--- src/rtl/counter_job_scheduler_pkg.sv ---
// Shared definitions for the counter job scheduler and its counter engine.
// Latency: none (types and constants only).
// Backpressure: not applicable.
package counter_job_scheduler_pkg;

    // Width of the engine's count value and of each requester's job slice.
    localparam int CNT_W = 8;

    // Counter engine states.
    typedef enum logic [1:0] {
        E_IDLE = 2'd0,
        E_RUN  = 2'd1,
        E_DONE = 2'd2
    } eng_state_t;

    // Scheduler states.
    typedef enum logic [1:0] {
        S_IDLE   = 2'd0,
        S_LAUNCH = 2'd1,
        S_WAIT   = 2'd2,
        S_RETIRE = 2'd3
    } sched_state_t;

endpackage

--- src/rtl/counter_job_scheduler_fsm_counter.sv ---
// Counter engine: on a run pulse counts 0..i_num_cnt, then flags done for one cycle.
// Latency: run at T, RUN from T+1 for num+1 cycles, DONE at T+2+num, idle again after.
// Backpressure: none; i_run is ignored unless the engine is idle.
module fsm_counter
    import counter_job_scheduler_pkg::*;
(
    input  logic             clk,
    input  logic             reset,
    input  logic             i_run,
    input  logic [CNT_W-1:0] i_num_cnt,
    output logic             o_done,
    output logic             o_idle,
    output logic             o_running
);

    eng_state_t       state;
    logic [CNT_W-1:0] cnt;

    // Engine sequencing: start on run, count up to the requested value, report done once.
    always_ff @(posedge clk or negedge reset) begin
        if (!reset) begin
            state <= E_IDLE;
            cnt   <= '0;
        end else begin
            case (state)
                E_IDLE: begin
                    if (i_run) begin
                        state <= E_RUN;
                        cnt   <= '0;
                    end
                end
                E_RUN: begin
                    if (cnt == i_num_cnt) begin
                        state <= E_DONE;
                    end else begin
                        cnt <= cnt + 1'b1;
                    end
                end
                E_DONE: begin
                    state <= E_IDLE;
                end
                default: begin
                    state <= E_IDLE;
                end
            endcase
        end
    end

    assign o_done    = (state == E_DONE);
    assign o_idle    = (state == E_IDLE);
    assign o_running = (state == E_RUN);

endmodule

--- src/rtl/counter_job_scheduler.sv ---
// Round-robin scheduler sharing one counter engine between N_REQ requesters.
// Latency: grant at T (combinational), done pulse at T+4+num, next grant at T+5+num earliest.
// Backpressure: requests are only sampled in IDLE; requesters hold i_req until granted.
module counter_job_scheduler
    import counter_job_scheduler_pkg::*;
#(
    parameter int N_REQ = 4,
    parameter int ID_W  = 2
) (
    input  logic                   clk,
    input  logic                   reset,
    input  logic [N_REQ-1:0]       i_req,
    input  logic [CNT_W*N_REQ-1:0] i_num,
    input  logic [N_REQ-1:0]       i_mask,
    output logic [N_REQ-1:0]       o_grant,
    output logic                   o_busy,
    output logic [ID_W-1:0]        o_busy_id,
    output logic [N_REQ-1:0]       o_done
);

    sched_state_t     state;
    logic [ID_W-1:0]  ptr;
    logic [ID_W-1:0]  id_q;
    logic [CNT_W-1:0] num_q;

    logic [N_REQ-1:0] elig;
    logic [ID_W:0]    pick;
    logic             pick_vld;
    logic [ID_W-1:0]  pick_idx;
    logic [CNT_W-1:0] pick_num;
    logic             eng_run;
    logic             eng_done;

    // Rotate the eligible set so the search starts at base, take the lowest
    // set bit, then map it back to a requester index. MSB of result = found.
    function automatic logic [ID_W:0] rr_pick(input logic [N_REQ-1:0] vec,
                                              input logic [ID_W-1:0]  base);
        logic [N_REQ-1:0] rot;
        logic [ID_W-1:0]  src;
        logic [ID_W:0]    res;
        rot = '0;
        res = '0;
        for (int i = 0; i < N_REQ; i++) begin
            src    = ID_W'((i + int'(base)) % N_REQ);
            rot[i] = vec[src];
        end
        for (int i = N_REQ - 1; i >= 0; i--) begin
            if (rot[i]) begin
                res = {1'b1, ID_W'((i + int'(base)) % N_REQ)};
            end
        end
        return res;
    endfunction

    assign elig     = i_req & ~i_mask;
    assign pick     = rr_pick(elig, ptr);
    assign pick_vld = pick[ID_W] && (state == S_IDLE);
    assign pick_idx = pick[ID_W-1:0];

    // Select the winner's job count from the flattened count bus.
    always_comb begin
        pick_num = '0;
        for (int k = 0; k < N_REQ; k++) begin
            if (pick_idx == ID_W'(k)) begin
                pick_num = i_num[CNT_W*k +: CNT_W];
            end
        end
    end

    // Job lifecycle: accept in IDLE, launch the engine, wait for it, retire and advance the pointer.
    always_ff @(posedge clk or negedge reset) begin
        if (!reset) begin
            state <= S_IDLE;
            ptr   <= '0;
            id_q  <= '0;
            num_q <= '0;
        end else begin
            case (state)
                S_IDLE: begin
                    if (pick_vld) begin
                        num_q <= pick_num;
                        id_q  <= pick_idx;
                        state <= S_LAUNCH;
                    end
                end
                S_LAUNCH: begin
                    state <= S_WAIT;
                end
                S_WAIT: begin
                    // Engine done is only honoured here; stray pulses elsewhere are ignored.
                    if (eng_done) begin
                        state <= S_RETIRE;
                    end
                end
                S_RETIRE: begin
                    ptr   <= (id_q == ID_W'(N_REQ - 1)) ? '0 : id_q + 1'b1;
                    state <= S_IDLE;
                end
                default: begin
                    state <= S_IDLE;
                end
            endcase
        end
    end

    // Output decode: grant straight from arbitration, everything else from registered state.
    always_comb begin
        o_grant   = '0;
        o_done    = '0;
        o_busy    = (state != S_IDLE);
        o_busy_id = o_busy ? id_q : '0;
        // Gate with reset so that a request held during reset cannot show a grant.
        if (pick_vld && reset) begin
            o_grant[pick_idx] = 1'b1;
        end
        if (state == S_RETIRE) begin
            o_done[id_q] = 1'b1;
        end
    end

    assign eng_run = (state == S_LAUNCH);

    fsm_counter u_engine (
        .clk       (clk),
        .reset     (reset),
        .i_run     (eng_run),
        .i_num_cnt (num_q),
        .o_done    (eng_done),
        .o_idle    (),
        .o_running ()
    );

endmodule
--- config.mk ---
export PLATFORM = sky130hd
export DESIGN_NAME = counter_job_scheduler
export DESIGN_NICKNAME = d
export VERILOG_FILES = /design/src/rtl/counter_job_scheduler_pkg.sv /design/src/rtl/counter_job_scheduler_fsm_counter.sv /design/src/rtl/counter_job_scheduler.sv
export SDC_FILE = /design/constraint.sdc
export NUM_CORES = 1
export LEC_CHECK = 0
export BUFFER_PORTS_ARGS = -buffer_cell sky130_fd_sc_hd__buf_2
export CAP_MARGIN = 25
export CORE_MARGIN = 5
export CORE_UTILIZATION = 53
export DETAILED_ROUTE_END_ITERATION = 12
export PLACE_DENSITY = 0.85
export SYNTH_ARGS = -nofsm -noshare
export SYNTH_HDL_FRONTEND = slang
export SYNTH_SLANG_ARGS = --single-unit
--- constraint.sdc ---
create_clock -name clk -period 4 [get_ports clk]
set_clock_uncertainty 0.05 [all_clocks]
set_input_delay 0.6 -clock clk [delete_from_list [all_inputs] [get_ports clk]]
set_output_delay 0.6 -clock clk [all_outputs]
set_load 0.005 [all_outputs]
==> results.yml <==
timing:
  grt_setup_unrepaired: "false"
  drv_slew: 0
  setup_violations: 0
  fin_tns_setup_ns: 0
  post-route-worst-setup-slack_ns: 1.39
  final_hold_viol_count: 0
  upper_clock_frequency_limit_ghz: 0.383
  timing.max_slew.rel_slack_pct: 54.0
  transition_time_at_the_pin_with_the_least_slew_margin_ns: 0.688
  min_period_ns: 2.61
  final.period_utilization_pct: 65.2
finish:
  layout.filler_cells: 247
  design.final.nets: 269
  share_of_cells_above_drive_strength_1_pct: 30.9
  final_cells: 261
  post-route-cell-area_um2: 2010
  n_antenna_cell: 0
  layout_common_cells: "sky130_fd_sc_hd__buf_2, sky130_fd_sc_hd__dfrtp_1, sky130_fd_sc_hd__mux2i_1"
  most_common_cell_after_layout_fill_and_taps_aside: "sky130_fd_sc_hd__buf_2"
  finish.utilization_pct: 65.8
  area.growth.synth_to_final_pct: 19.4
floorplan:
  die-width_um: 66.4
  die_height_um: 66.4
  fp.dieArea_um2: 4400
  boundaryPins: 53
  core-area_um2: 3050
  initial_util_pct: 55.1
  rows: 20
clocking:
  clk_transition_reported_paths_ns: 0.13
  clock_insertion_delay_worst_skew_ns: 0.32
  cts_tree: "yes"
  clock_tree.root_cell: "sky130_fd_sc_hd__clkbuf_4"
  cts_buffers: 3
  post_cts.resized_instances: 0
  cts-hold-fix-buffers: 0
  post_cts.repair.setup_buffers: 0
  cts_htree_levels: 1
  cts_buffer_depth: 2
  clock_sink_count: 24
pwr:
  vdd_drop_max_mv: 0.324
  power_per_cell_area_nw_per_um2: 606
  power.share.clock_pct: 10.5
  cellInternalPower_mw: 0.708
  power.leakage_nw: 1.02
  p_switching_mw: 0.509
  swShare_pct: 41.8
  seq_power_share_pct: 39.7
  combinational_share_of_power_pct: 49.8
critical_path:
  crit_chain: "buf_2, nand2b_1, o21ai_0, o311ai_4, buf_4, nor3b_1, buf_2"
  worst_path_max_delay_cell: "sky130_fd_sc_hd__o21ai_0"
  critical_path_arrival_ns: 1.96
  path_max_fanout: 21
  timing.critical_path.to_type: "output pin"
  worst_ep_required_time_ns: 3.35
  timing.critical_path.from_type: "primary input"
  critical_path.top_delay_family: "buffers and inverters"
  critical_path.n_buffers_inverters: 3
  crit_top_cell: "sky130_fd_sc_hd__buf_2"
  critical-path-max-stage-delay_ns: 0.32
  crit_path_class: "primary input to output pin"
route:
  remaining_drc_errors: 0
  post_drt_via_cell_ratio: 5.58
  firstDrtPassIters: 4
  average_routed_wire_per_standard_cell_um: 14.2
  wirelength_routed_um: 3710
  route.vias.total: 1456
  detail_route.iter0.violations: 56
  postRouteAntennaNets: 0
placed_design:
  detailed_place_hpwl_um: 2830
  post-place-ws_ns: 1.41
  numPortBuffers: 52
  finalWeightedCongestion: 0.745
  placedInstanceArea_um2: 1970
  place.detailed.instances: 257
worst_hold_path:
  worst_hold_path_type: "primary input to async pin"
global_route:
  antenna_found_initial: 0
  grt_max_degree: 27
  wire_length_of_the_first_global_routing_pass_um: 6190
  grt_util_all_layers_pct: 18.1
  first_global_vias: 1399
  globalRoute.totalOverflow: 0
logic_synthesis:
  synthesized_instance_count: 166
  synth-async-reset-ratio_pct: 100
  synth.yosys.warnings: 0
  top_ff_cell_synth: "sky130_fd_sc_hd__dfrtp_1"
  synth-edff-count: 0
  synth_sequential_area_ratio_pct: 35.7
  net_count_of_the_mapped_netlist: 217
  netlist_area_um2: 1680
  avgSynthCellArea_um2: 10.1
  yosys_register_bits: 24
  synth_cell_types: 36
job:
  max-cap-violations: 0
outcome:
  outcome: "complete, no violations"
## layout make-up
class | count | area [um2] | area share (%)
clock buffer | 4 | 36.3 | 1.81
inverter | 7 | 26.3 | 1.31
timing repair buffer | 53 | 268 | 13.3
multi-input combinational | 129 | 1020 | 50.9
tap | 44 | 55.1 | 2.74
sequential | 24 | 601 | 29.9
## final timing paths
kind	startpoint	to	slack, ns	depth (start not counted)
setup / recovery	i_mask[3]	o_grant[1]	1.39	7
hold / removal	reset	state[1]$_DFFE_PN0P_	0.20	1
setup reg to reg	u_engine.cnt[0]$_DFFE_PN0P_	u_engine.cnt[0]$_DFFE_PN0P_	2.02	5
hold reg to reg	num_q[6]$_DFFE_PN0P_	num_q[6]$_DFFE_PN0P_	0.48	2
max in group asynchronous	reset	num_q[2]$_DFFE_PN0P_	3.32	1
min in group clk	num_q[6]$_DFFE_PN0P_	num_q[6]$_DFFE_PN0P_	0.48	2
## cell families after synthesis
family,count (synthesis),share of synthesized area [%]
muxes,26,16.2
buffers and inverters,13,4.09
AOI/OAI and AO/OA,36,17.3
DFF,24,35.7
xor gates and xnor gates,8,4.16
and+or+nand+nor,50,15.8
adders and majority gates,9,6.69
## cell usage after synthesis (6+ instances only)
library cell,number,area [um2]
sky130_fd_sc_hd__dfrtp_1,24,601
sky130_fd_sc_hd__mux2i_1,16,160
sky130_fd_sc_hd__o221ai_1,8,70.1
sky130_fd_sc_hd__a22o_1,7,61.3
sky130_fd_sc_hd__nand2b_1,6,37.5
sky130_fd_sc_hd__xnor2_1,8,70.1
sky130_fd_sc_hd__nand2_1,14,52.6
sky130_fd_sc_hd__nor2_1,13,48.8
sky130_fd_sc_hd__inv_1,7,26.3
sky130_fd_sc_hd__o21ai_0,7,35.0
sky130_fd_sc_hd__ha_1,9,113
## power groups by stage
stage / sequential (mW) / combinational (mW) / clock, mW
final: 0.483 / 0.606 / 0.128
after global routing: 0.504 / 0.692 / 0.141
after CTS: 0.482 / 0.613 / 0.130
after detailed placement: 0.486 / 0.606 / 0
after global placement: 0.482 / 0.578 / 0
after floorplan: 0.433 / 0.501 / 0
## flip-flops by register name (all words and copies together) (netlist names)
name and cells:
ptr 2, state 2, u_engine.cnt 8, id_q 2, num_q 8, u_engine.state 2
## metal layers
metal | vias up | global-route usage, % | part of all wire (%)
li1 | 718 | - | -
met1 | 683 | 22.9 | 44
met2 | 47 | 30.4 | 48
met3 | 8 | 4.42 | 6.9
met4 | 0 | 5.08 | 1.4
met5 | - | 0 | 0
## worst register-to-register path, stage by stage, from the launching register on
cell and delay, ns:
sky130_fd_sc_hd__dfrtp_1 0.50, sky130_fd_sc_hd__xnor2_1 0.26, sky130_fd_sc_hd__nand4_2 0.25, sky130_fd_sc_hd__nor2_1 0.29, sky130_fd_sc_hd__mux2_2 0.37, sky130_fd_sc_hd__a22o_1 0.18
## through the flow
step	total power, mW	hold slack [ns]
final	1.22	0.202
after global routing	1.34	0.226
after detailed placement	1.09	0.456
after CTS	1.22	0.215
after floorplan	0.934	0.254
after global placement	1.06	0.449
Power figures use the tool's default switching activity.
